--- src/rtl/lab5_pkg.sv ---
// Shared definitions for the lab's debounced inputs.
//   - state encodings for the press/release debounce FSM
//   - default debounce window (10 ms at 100 MHz) and counter width
package lab5_pkg;

  localparam logic [1:0] ST_IDLE         = 2'd0;
  localparam logic [1:0] ST_PRESS_WAIT   = 2'd1;
  localparam logic [1:0] ST_HELD         = 2'd2;
  localparam logic [1:0] ST_RELEASE_WAIT = 2'd3;

  localparam int DEF_CNT_MAX = 1000000;
  localparam int DEF_CNT_W   = 20;

  typedef enum logic [1:0] {
    IDLE         = ST_IDLE,
    PRESS_WAIT   = ST_PRESS_WAIT,
    HELD         = ST_HELD,
    RELEASE_WAIT = ST_RELEASE_WAIT
  } state_e;

endpackage

--- src/rtl/btn_load_ctrl_if.sv ---
// Button/switch inputs and load-register outputs of btn_load_ctrl.
//   slave  : the controller (consumes btn/sw, drives data_o/en_o/pressed_o)
//   master : the environment (drives btn/sw, observes outputs)
interface btn_load_ctrl_if;
  logic       btn;
  logic [3:0] sw;
  logic [3:0] data_o;
  logic       en_o;
  logic       pressed_o;

  modport slave  (input  btn, sw, output data_o, en_o, pressed_o);
  modport master (output btn, sw, input  data_o, en_o, pressed_o);
endinterface

--- src/rtl/sync_2ff.sv ---
// Two-flop synchroniser for asynchronous inputs.
//   clk, rst_n : clock, async active-low reset (clears both stages)
//   d          : asynchronous input, W bits
//   q          : synchronised output, 2 cycles latency
module sync_2ff #(
  parameter int W = 1
) (
  input  logic         clk,
  input  logic         rst_n,
  input  logic [W-1:0] d,
  output logic [W-1:0] q
);

  logic [W-1:0] meta;

  always_ff @(posedge clk or negedge rst_n) begin
    if (!rst_n) begin
      meta <= '0;
      q    <= '0;
    end else begin
      meta <= d;
      q    <= meta;
    end
  end

endmodule

--- src/rtl/btn_load_ctrl.sv ---
// Front end for the 4-bit enabled load register: synchronises the raw
// button and switches, debounces the button, and on each accepted press
// emits the switch value together with a one-cycle load pulse.
//   clk, rst_n     : clock, async active-low reset
//   bus.btn        : raw push-button (active-high, bouncing)
//   bus.sw         : raw slide switches
//   bus.data_o     : switch value captured at the last accepted press
//   bus.en_o       : one-cycle load pulse
//   bus.pressed_o  : debounced button level
module btn_load_ctrl
  import lab5_pkg::*;
#(
  parameter int         CNT_MAX = DEF_CNT_MAX,
  parameter int         CNT_W   = DEF_CNT_W,
  parameter logic [3:0] D_INIT  = 4'b0000
) (
  input  logic               clk,
  input  logic               rst_n,
  btn_load_ctrl_if.slave     bus
);

  localparam logic [CNT_W-1:0] CNT_LAST = CNT_W'(CNT_MAX - 1);

  logic       btn_s;
  logic [3:0] sw_s;

  sync_2ff #(.W(1)) u_sync_btn (.clk(clk), .rst_n(rst_n), .d(bus.btn), .q(btn_s));
  sync_2ff #(.W(4)) u_sync_sw  (.clk(clk), .rst_n(rst_n), .d(bus.sw),  .q(sw_s));

  state_e           state_q, state_d;
  logic [CNT_W-1:0] cnt_q, cnt_d;
  logic [3:0]       data_q, data_d;
  logic             en_q, en_d;
  logic             pressed_q, pressed_d;

  always_ff @(posedge clk or negedge rst_n) begin
    if (!rst_n) begin
      state_q   <= IDLE;
      cnt_q     <= '0;
      data_q    <= D_INIT;
      en_q      <= 1'b0;
      pressed_q <= 1'b0;
    end else begin
      state_q   <= state_d;
      cnt_q     <= cnt_d;
      data_q    <= data_d;
      en_q      <= en_d;
      pressed_q <= pressed_d;
    end
  end

  // Counter is zeroed on every state change, so it only ever counts
  // consecutive stable cycles within one WAIT state and cannot wrap.
  always_comb begin
    state_d = state_q;
    cnt_d   = '0;
    data_d  = data_q;
    en_d    = 1'b0;
    case (state_q)
      IDLE: begin
        if (btn_s) state_d = PRESS_WAIT;
      end
      PRESS_WAIT: begin
        if (!btn_s) begin
          state_d = IDLE;
        end else if (cnt_q == CNT_LAST) begin
          state_d = HELD;
          en_d    = 1'b1;
          data_d  = sw_s;
        end else begin
          cnt_d = cnt_q + CNT_W'(1);
        end
      end
      HELD: begin
        if (!btn_s) state_d = RELEASE_WAIT;
      end
      RELEASE_WAIT: begin
        // A release bounce drops back to HELD without a new pulse.
        if (btn_s) begin
          state_d = HELD;
        end else if (cnt_q == CNT_LAST) begin
          state_d = IDLE;
        end else begin
          cnt_d = cnt_q + CNT_W'(1);
        end
      end
      default: begin
        state_d = IDLE;
      end
    endcase
    pressed_d = (state_d == HELD) || (state_d == RELEASE_WAIT);
  end

  assign bus.data_o    = data_q;
  assign bus.en_o      = en_q;
  assign bus.pressed_o = pressed_q;

endmodule

--- src/flat_wrapper.sv ---
// flat-port wrapper written by rule: the top's interface ports become plain ports
module btn_load_ctrl_flat import lab5_pkg::*;
#(
  parameter int         CNT_MAX = DEF_CNT_MAX,
  parameter int         CNT_W   = DEF_CNT_W,
  parameter logic [3:0] D_INIT  = 4'b0000
)
  (clk, rst_n, bus_btn, bus_sw, bus_data_o, bus_en_o, bus_pressed_o);
  btn_load_ctrl_if bus_i ();
  input  logic clk;
  input  logic rst_n;
  input wire logic [$bits(bus_i.btn)-1:0] bus_btn;
  input wire logic [$bits(bus_i.sw)-1:0] bus_sw;
  output wire logic [$bits(bus_i.data_o)-1:0] bus_data_o;
  output wire logic [$bits(bus_i.en_o)-1:0] bus_en_o;
  output wire logic [$bits(bus_i.pressed_o)-1:0] bus_pressed_o;
  assign bus_i.btn = bus_btn;
  assign bus_i.sw = bus_sw;
  assign bus_data_o = bus_i.data_o;
  assign bus_en_o = bus_i.en_o;
  assign bus_pressed_o = bus_i.pressed_o;
  btn_load_ctrl #(.CNT_MAX(CNT_MAX), .CNT_W(CNT_W), .D_INIT(D_INIT)) u_core (.clk(clk), .rst_n(rst_n), .bus(bus_i));
endmodule
--- config.mk ---
export PLATFORM = sky130hd
export DESIGN_NAME = btn_load_ctrl_flat
export DESIGN_NICKNAME = d
export VERILOG_FILES = /design/src/rtl/lab5_pkg.sv /design/src/rtl/btn_load_ctrl_if.sv /design/src/rtl/sync_2ff.sv /design/src/rtl/btn_load_ctrl.sv /design/src/flat_wrapper.sv
export SDC_FILE = /design/constraint.sdc
export NUM_CORES = 1
export LEC_CHECK = 0
export ABC_AREA = 1
export ABC_CLOCK_PERIOD_IN_PS = 3200
export BUFFER_PORTS_ARGS = -buffer_cell sky130_fd_sc_hd__buf_2
export CAP_MARGIN = 40
export CORE_AREA = 2 2 74 76
export CTS_BUF_LIST = sky130_fd_sc_hd__clkbuf_4
export DETAILED_ROUTE_END_ITERATION = 12
export DIE_AREA = 0 0 76 78
export HOLD_SLACK_MARGIN = 0.08
export PLACE_DENSITY_LB_ADDON = 0.08
export SLEW_MARGIN = 40
export SYNTH_ARGS = -nofsm -noshare
export SYNTH_HDL_FRONTEND = slang
export SYNTH_SLANG_ARGS = --single-unit
--- constraint.sdc ---
create_clock -name clk -period 3.2 [get_ports clk]
set_clock_uncertainty 0.1 [all_clocks]
set_input_delay 0.32 -clock clk [delete_from_list [all_inputs] [get_ports clk]]
set_output_delay 0.32 -clock clk [all_outputs]
set_load 0.01 [all_outputs]
==> results of run 1 <==
==> where the power goes <==
part / switching, uW / internal, uW / total [uW]
Sequential: 3.52 / 488 / 492
Clock: 168 / 164 / 332
Combinational: 20.0 / 11.4 / 31.4
==> sequential cells by signal, indices dropped and copies added, names as in the netlist <==
register	cells
u_core.u_sync_sw.meta	4
u_core.u_sync_btn.meta	1
u_core.u_sync_sw.q	4
u_core.state_q	2
u_core.bus.pressed_o	1
u_core.u_sync_btn.q	1
u_core.cnt_q	20
u_core.bus.data_o	4
u_core.bus.en_o	1
==> area by class of cell <==
class                      instances  share of cell area (%)
clock buffer                       5                    1.85
clock inverter                     3                    2.22
inverter                          21                    3.89
multi-input combinational        146                    34.8
sequential                        38                    46.9
tap                               70                    4.32
timing repair buffer              18                    6.05
==> placed cells by master (no fill, tap or decap) <==
master | Yosys | layout
nand2_1 | 54 | 54
nor2_1 | 41 | 41
dfrtp_1 | 38 | 38
inv_1 | 19 | 19
buf_2 | 0 | 11
nand3_1 | 10 | 10
dlygate4sd3_1 | 0 | 6
nor2_4 | 5 | 5
xor2_1 | 5 | 5
nor3_1 | 5 | 5
nand4_1 | 5 | 5
clkbuf_4 | 0 | 5
nor2_2 | 4 | 4
o21ai_0 | 4 | 4
a21oi_1 | 4 | 4
inv_2 | 2 | 2
nand3_2 | 2 | 2
xnor2_1 | 2 | 2
clkinvlp_4 | 0 | 2
o22ai_1 | 1 | 1
a21boi_0 | 1 | 1
a31oi_1 | 1 | 1
nor3b_1 | 1 | 1
ha_1 | 1 | 1
bufinv_16 | 0 | 1
buf_4 | 1 | 1
==> final timing paths <==
path | start | to | slack (ns)
setup reg to reg | u_core.cnt_q[0] | u_core.cnt_q[4] | 1.43
hold reg to reg | u_core.u_sync_sw.meta[2] | u_core.u_sync_sw.q[2] | 0.26
setup / recovery | u_core.cnt_q[0] | u_core.cnt_q[4] | 1.43
hold / removal | u_core.u_sync_sw.meta[2] | u_core.u_sync_sw.q[2] | 0.26
max in group asynchronous | rst_n | u_core.cnt_q[5] | 2.28
min in group asynchronous | rst_n | u_core.cnt_q[11] | 0.35
==> metrics by stage <==
stage	hold slack [ns]	cell area, sq um	utilization (%)
after floorplan	-0.0756	1750	-
after global placement	0.235	1880	37.3
after detailed placement	0.238	1880	37.3
after CTS	0.267	2030	40.2
after global routing	0.278	2030	40.2
final	0.263	2030	40.2
==> routing by layer <==
metal | share of wire, % | up-vias | track usage [%] | wire [um]
li1 | - | 696 | - | -
met1 | 49 | 633 | 17.5 | 1700
met2 | 45 | 19 | 20.2 | 1560
met3 | 3.9 | 6 | 4.19 | 136
met4 | 1.7 | 0 | 4.73 | 57
met5 | 0 | - | 0 | 0
==> logic make-up after synthesis <==
family / count (synthesis)
fa+ha+maj: 1
xor+xnor: 7
flops: 38
compound gates: 11
simple gates: 127
buf+inv: 23
==> metrics.md, run 1 <==
| Metric | Value |
|---|---|
| Post-CTS setup buffer count | 0 |
| Worst rel slew slack | 58.8% |
| Post-route setup TNS | 0 ns |
| Register area | 951 sq um |
| Largest net degree at the start of global routing | 39 |
| Leak Pwr | 0.000902 uW |
| Footprint of the multi-input gates | 706 sq um |
| Post-synth top flop | dfrtp_1 |
| Largest stage delay, worst path | 0.42 ns |
| Yosys top cell area share | 54.2% |
| Filler cells | 519 |
| Post-synth EDFFs | 0 |
| DRT iter0 DRCs | 77 |
| Number of hold buffers added after cts | 6 |
| YS warnings | 0 |
| CP top delay family | simple AND/OR/NAND/NOR gates |
| CTS tree | built |
| CTS buffer count | 5 |
| Post-synth top area cell | dfrtp_1 |
| Number of buffers and inverters on the critical path | 2 |
| Max_cap viols | 0 |
| Port-buffer cells | 12 |
| Inserted Diodes | 0 |
| Cell Count, Final, Fillers Out | 301 |
| Area Growth Syn to Fin | 15.6% |
| Hold Vio Cnt, Final | 0 |
| Post-placement cell count | 287 |
| I/O pin count | 13 |
| Place WS | 1.45 ns |
| Max VDD drop | 0.244 mV |
| Avg WL per Cell | 11.5 um |
| Compound-Gate Fraction of Synth Area | 3.42% |
| GP Congestion | 0.835 |
| Setup Viol. Count Final | 0 |
| Core area | 5040 sq um |
| Syn nets | 215 |
| Initial antenna violation count | 0 |
| Drt total wl | 3450 um |
| Req. time, crit path | 3.38 ns |
| Share of layout cells above drive strength 1 | 14.3% |
| WP data arrival | 1.95 ns |
| Max-slew violation count | 0 |
| Die Y | 78 um |
| Residual DRC | 0 |
| CP Max Fanout | 11 |
| Worst min path class | reg -> reg |
| Status | complete, no violations |
| Vias per cell | 4.50 |
| Hold Crit Depth | 0 |
| Count of state elements after synthesis | 38 |
| CTS sink count | 38 |
| Synthesized instance count | 207 |
| Post-synthesis cell area | 1750 sq um |
| Power Total | 855 uW |
| Via count | 1354 |
| Tcrit/Tclk final | 55.4% |
| Hpwl dp | 2520 um |
| Worst setup path class | reg -> reg |
| Max H-tree Level | 2 |
| Fraction of the yosys area taken by sequential cells | 54.2% |
| FF-to-FF path depth | 8 |
| Total track usage | 13.1% |
| RSZ-0062 raised after global routing | false |
| Adder-Cell Fraction of Synth Area | 0.713% |
| Final ANT Viol Nets | 0 |
| Largest family of logic cells by synthesized area | simple AND/OR/NAND/NOR gates |
| Worst path depth | 8 |
| Num rows | 26 |
| Ys async rst share | 100% |
| Synth cell count leaders | 54 x nand2_1, 41 x nor2_1, 38 x dfrtp_1 |
| Drt first pass iters | 4 |
| Minimum clock period | 1.77 ns |
| First-pass GRT wire length | 6230 um |
| Power per Cell Area | 421 nW/um^2 |
| Post-cts gate resize count | 0 |
| Setup ws final | 1.43 ns |
| Setup crit end kind | flop |
| CTS clock-pin slew for the worst setup and hold paths | 0.12 ns |
| Worst-Skew Late Latency | 0.35 ns |
| Synth cell types | 22 |
| Overall die width | 76 um |
| Die ar. | 5930 sq um |
| Max Clock Freq | 564 MHz |
| Post-synthesis mux area share | 0% |
| Crit start category | flop |
| Slew @ Worst Pin | 0.617 ns |
| GR Overflow Total | 0 |
| Max Root-Sink Buffers | 2 |
| Top-count cell post-synth | nand2_1 |
| Fin nets | 238 |
| Root buffer cell | clkbuf_4 |
| Post-Synth XOR/XNOR Area | 3.50% |
| Top post-synthesis cells by area | dfrtp_1 54%, nand2_1 12%, nor2_1 8.8% |
| Simple logic cell fraction of the synthesized area | 32.6% |
| Initial Util | 34.8% |
| CP cell instances | ha_1 -> nand3_1 -> inv_1 -> nand3_1 -> nor2_4 -> nor2_4 -> inv_2 -> nor2_1 |
| Avg Synthesized Cell Area | 8.47 sq um |
| Critical path's slowest cell | dfrtp_1 |
| Number of global-route vias before repair | 1363 |
Power figures use the tool's default switching activity.
==> inputs of run 2 (changes only) <==
--- a/config.mk
+++ b/config.mk
@@ -5,14 +5,14 @@
 export SDC_FILE = /design/constraint.sdc
 export NUM_CORES = 1
 export LEC_CHECK = 0
-export ABC_AREA = 1
-export ABC_CLOCK_PERIOD_IN_PS = 3200
+export ABC_AREA = 0
+export ABC_CLOCK_PERIOD_IN_PS = 1500
 export BUFFER_PORTS_ARGS = -buffer_cell sky130_fd_sc_hd__buf_2
 export CAP_MARGIN = 40
-export CORE_AREA = 2 2 74 76
+export CORE_AREA = 2 2 71 73
 export CTS_BUF_LIST = sky130_fd_sc_hd__clkbuf_4
 export DETAILED_ROUTE_END_ITERATION = 12
-export DIE_AREA = 0 0 76 78
+export DIE_AREA = 0 0 73 75
 export HOLD_SLACK_MARGIN = 0.08
 export PLACE_DENSITY_LB_ADDON = 0.08
 export SLEW_MARGIN = 40
==> constraint.sdc (replaced) <==
create_clock -name clk -period 1.5 [get_ports clk]
set_clock_uncertainty 0.1 [all_clocks]
set_input_delay 0.15 -clock clk [delete_from_list [all_inputs] [get_ports clk]]
set_output_delay 0.15 -clock clk [all_outputs]
set_load 0.01 [all_outputs]
==> metrics.md, run 2 <==
| Metric | Value |
|---|---|
| Post-synth top area cell | dfrtp_1 |
| YS warnings | 0 (unchanged) |
| Leak Pwr | 0.00107 uW (+19%) |
| Avg WL per Cell | 13.5 um (+18%) |
| Hold Crit Depth | 0 (unchanged) |
| Final ANT Viol Nets | 0 (unchanged) |
| Syn nets | 146 (-32%) |
| Die Y | 75 um (-3.8%) |
| CTS buffer count | 5 (unchanged) |
| Slew @ Worst Pin | 0.476 ns (-0.141 ns) |
| FF-to-FF path depth | 6 (-2) |
| Critical path's slowest cell | dfrtp_1 |
| Count of state elements after synthesis | 38 (unchanged) |
| First-pass GRT wire length | 6270 um (+0.56%) |
| Minimum clock period | 1.94 ns (+0.164 ns) |
| Power per Cell Area | 781 nW/um^2 (+85%) |
| Synth cell count leaders | 38 x dfrtp_1, 16 x nor2_1, 10 x xnor2_1 |
| Hpwl dp | 2390 um (-5.3%) |
| Commonest non-fill, non-tap cell in the layout | buf_4 |
| Largest stage delay, worst path | 0.41 ns (about the same) |
| Post-synth EDFFs | 0 (unchanged) |
| Share of layout cells above drive strength 1 | 45.0% (+31 points) |
| Area Growth Syn to Fin | 47.4% |
| Initial antenna violation count | 0 (unchanged) |
| Setup crit end kind | flop |
| Avg Synthesized Cell Area | 11.6 sq um (+37%) |
| Synthesized instance count | 138 (-33%) |
| WP data arrival | 2.09 ns (+0.14 ns) |
| Filler cells | 430 (-17%) |
| Overall die width | 73 um (-3.9%) |
| Status | finished, violations left |
| Most frequent cells in the layout | 46 x buf_4, 38 x dfrtp_1, 16 x nor2_1 |
| Top-count cell post-synth | dfrtp_1 |
| Max H-tree Level | 2 (unchanged) |
| Worst setup path class | reg -> reg |
| Failing checks | setup timing |
| Place WS | -0.477 ns (-1.93 ns) |
| Max-slew violation count | 0 (unchanged) |
| Fraction of the yosys area taken by sequential cells | 59.2% (+5.0 points) |
| Port-buffer cells | 12 (unchanged) |
| Cell Area, Placed | 2070 sq um (+10%) |
| Hold Vio Cnt, Final | 0 (unchanged) |
| Worst-Skew Late Latency | 0.35 ns (about the same) |
| Worst rel slew slack | 68.2% (+9.5 points) |
| Max_cap viols | 0 (unchanged) |
| RSZ-0062 raised after global routing | true |
| Tcrit/Tclk final | 129% (+74 points) |
| CP Max Fanout | 5 (-6) |
| Worst min path class | reg -> reg |
| Core area | 4660 sq um (-7.6%) |
| Post-synthesis cell area | 1610 sq um (-8.4%) |
| DRT iter0 DRCs | 29 (-62%) |
| Drt first pass iters | 4 (unchanged) |
| Drt total wl | 3570 um (+3.6%) |
| Utilization after layout | 50.8% (+11 points) |
| CTS tree | built |
| Max VDD drop | 0.706 mV (+190%) |
| Num rows | 25 (-3.8%) |
| CTS sink count | 38 (unchanged) |
| Crit start category | flop |
| Setup Viol. Count Final | 28 (+28) |
| Root buffer cell | clkbuf_4 |
| Synth cell types | 32 (+45%) |
| Residual DRC | 0 (unchanged) |
| Inserted Diodes | 0 (unchanged) |
| I/O pin count | 13 (unchanged) |
| Req. time, crit path | 1.65 ns (-1.73 ns) |
| Fin nets | 218 (-8.4%) |
| Post-Layout Inst Area | 2370 sq um (+17%) |
| Die ar. | 5480 sq um (-7.6%) |
| Top post-synthesis cells by area | dfrtp_1 59%, xnor2_1 5.5%, mux2_2 4.2% |
| Setup ws final | -0.436 ns (-1.86 ns) |
| Max reg flops | 20 (unchanged) |
| Vias per cell | 4.86 (+8.0%) |
| Via count | 1288 (-4.9%) |
| Max Clock Freq | 517 MHz (-8.4%) |
| Max Root-Sink Buffers | 2 (unchanged) |
| Number of global-route vias before repair | 1425 (+4.5%) |
| Total track usage | 15.3% (+2.2 points) |
| GR Overflow Total | 0 (unchanged) |
| CTS clock-pin slew for the worst setup and hold paths | 0.12 ns (about the same) |
| Largest net degree at the start of global routing | 39 (unchanged) |
| Yosys top cell area share | 59.2% (+5.0 points) |
| Initial Util | 34.5% (-0.32 points) |
| Post-synth top flop | dfrtp_1 |
| Ys async rst share | 100% (unchanged) |
| CP cell instances | nor4b_2 -> buf_4 -> nand2_1 -> buf_6 -> nor3_4 -> mux2_2 |
| GP Congestion | 0.849 (+1.7%) |
| Top reg by flops | u_core.cnt_q |
[run 2: final timing paths]
| kind | startpoint | to | slack [ns] |
|---|---|---|---|
| setup reg to reg | u_core.cnt_q[10] | u_core.bus.data_o[0] | -0.44 |
| max in group asynchronous | rst_n | u_core.cnt_q[5] | 0.70 |
| min in group asynchronous | rst_n | u_core.bus.en_o | 0.27 |
| setup / recovery | u_core.cnt_q[10] | u_core.bus.data_o[0] | -0.44 |
| hold / removal | u_core.u_sync_sw.meta[1] | u_core.u_sync_sw.q[1] | 0.26 |
| hold reg to reg | u_core.u_sync_sw.meta[1] | u_core.u_sync_sw.q[1] | 0.26 |
[run 2: stage by stage]
step | cells | hold slack (ns) | setup TNS [ns] | total power (uW)
CTS | 263 | 0.264 | -10.52 | 1880
finish | 265 | 0.262 | -10.22 | 1850
detailed placement | 242 | 0.139 | -10.70 | 1130
floorplan | 138 | -0.246 | -8.61 | 1090
global route | 265 | 0.273 | -12.69 | 1940
global placement | 242 | 0.127 | -10.80 | 1130
[run 2: repair_timing]
item / CTS / global route
endpoints found under the hold margin: 43 / 0
setup buffers: 6 / 2
hold buffers: 6 / 0
gates resized for setup: 12 / 3
cloned: 1 / 0
pin swaps: 6 / 2
endpoints found under the setup margin: 28 / 28
[run 2: final cells by class]
type	instances	area [sq um]	area share, %
Multi-Input combinational cell	90	697	29.4
Sequential cell	38	951	40.2
Inverter	6	22.5	0.951
Tap cell	54	67.6	2.85
Clock inverter	3	45.0	1.90
Timing Repair Buffer	69	547	23.1
Clock buffer	5	37.5	1.59
[run 2: power by group]
part / switching (uW) / internal, uW / total (uW)
combinational: 45.3 / 41.4 / 86.7
sequential: 7.93 / 1040 / 1050
clock: 363 / 350 / 712
[run 2: layer usage]
layer / share of wire [%] / track usage, % / wire length, um / vias to the layer above
met1: 46 / 17.7 / 1650 / 634
met5: 0 / 0 / 0 / -
met3: 4.0 / 5.62 / 143 / 10
met4: 2.1 / 8.64 / 76 / 0
met2: 48 / 24.5 / 1700 / 17
li1: - / - / - / 627
[run 2: cells by family (layout without fill, tap and decap cells)]
kind of cell / Yosys count / count (layout) / synth area share [%]
xor gates and xnor gates: 13 / 13 / 7.09
and+or+nand+nor: 56 / 56 / 20.6
DFF: 38 / 38 / 59.2
adders and majority gates: 1 / 1 / 0.779
AOI/OAI and AO/OA: 14 / 14 / 5.69
buffers and inverters: 10 / 83 / 2.49
muxes: 6 / 6 / 4.21
[run 2: worst max-delay path: cells and delay by family, from the launching register on]
| kind | cells | cell delay, ns |
|---|---|---|
| simple gates | 3 | 0.63 |
| flops | 1 | 0.41 |
| mux | 1 | 0.37 |
| buf+inv | 2 | 0.31 |
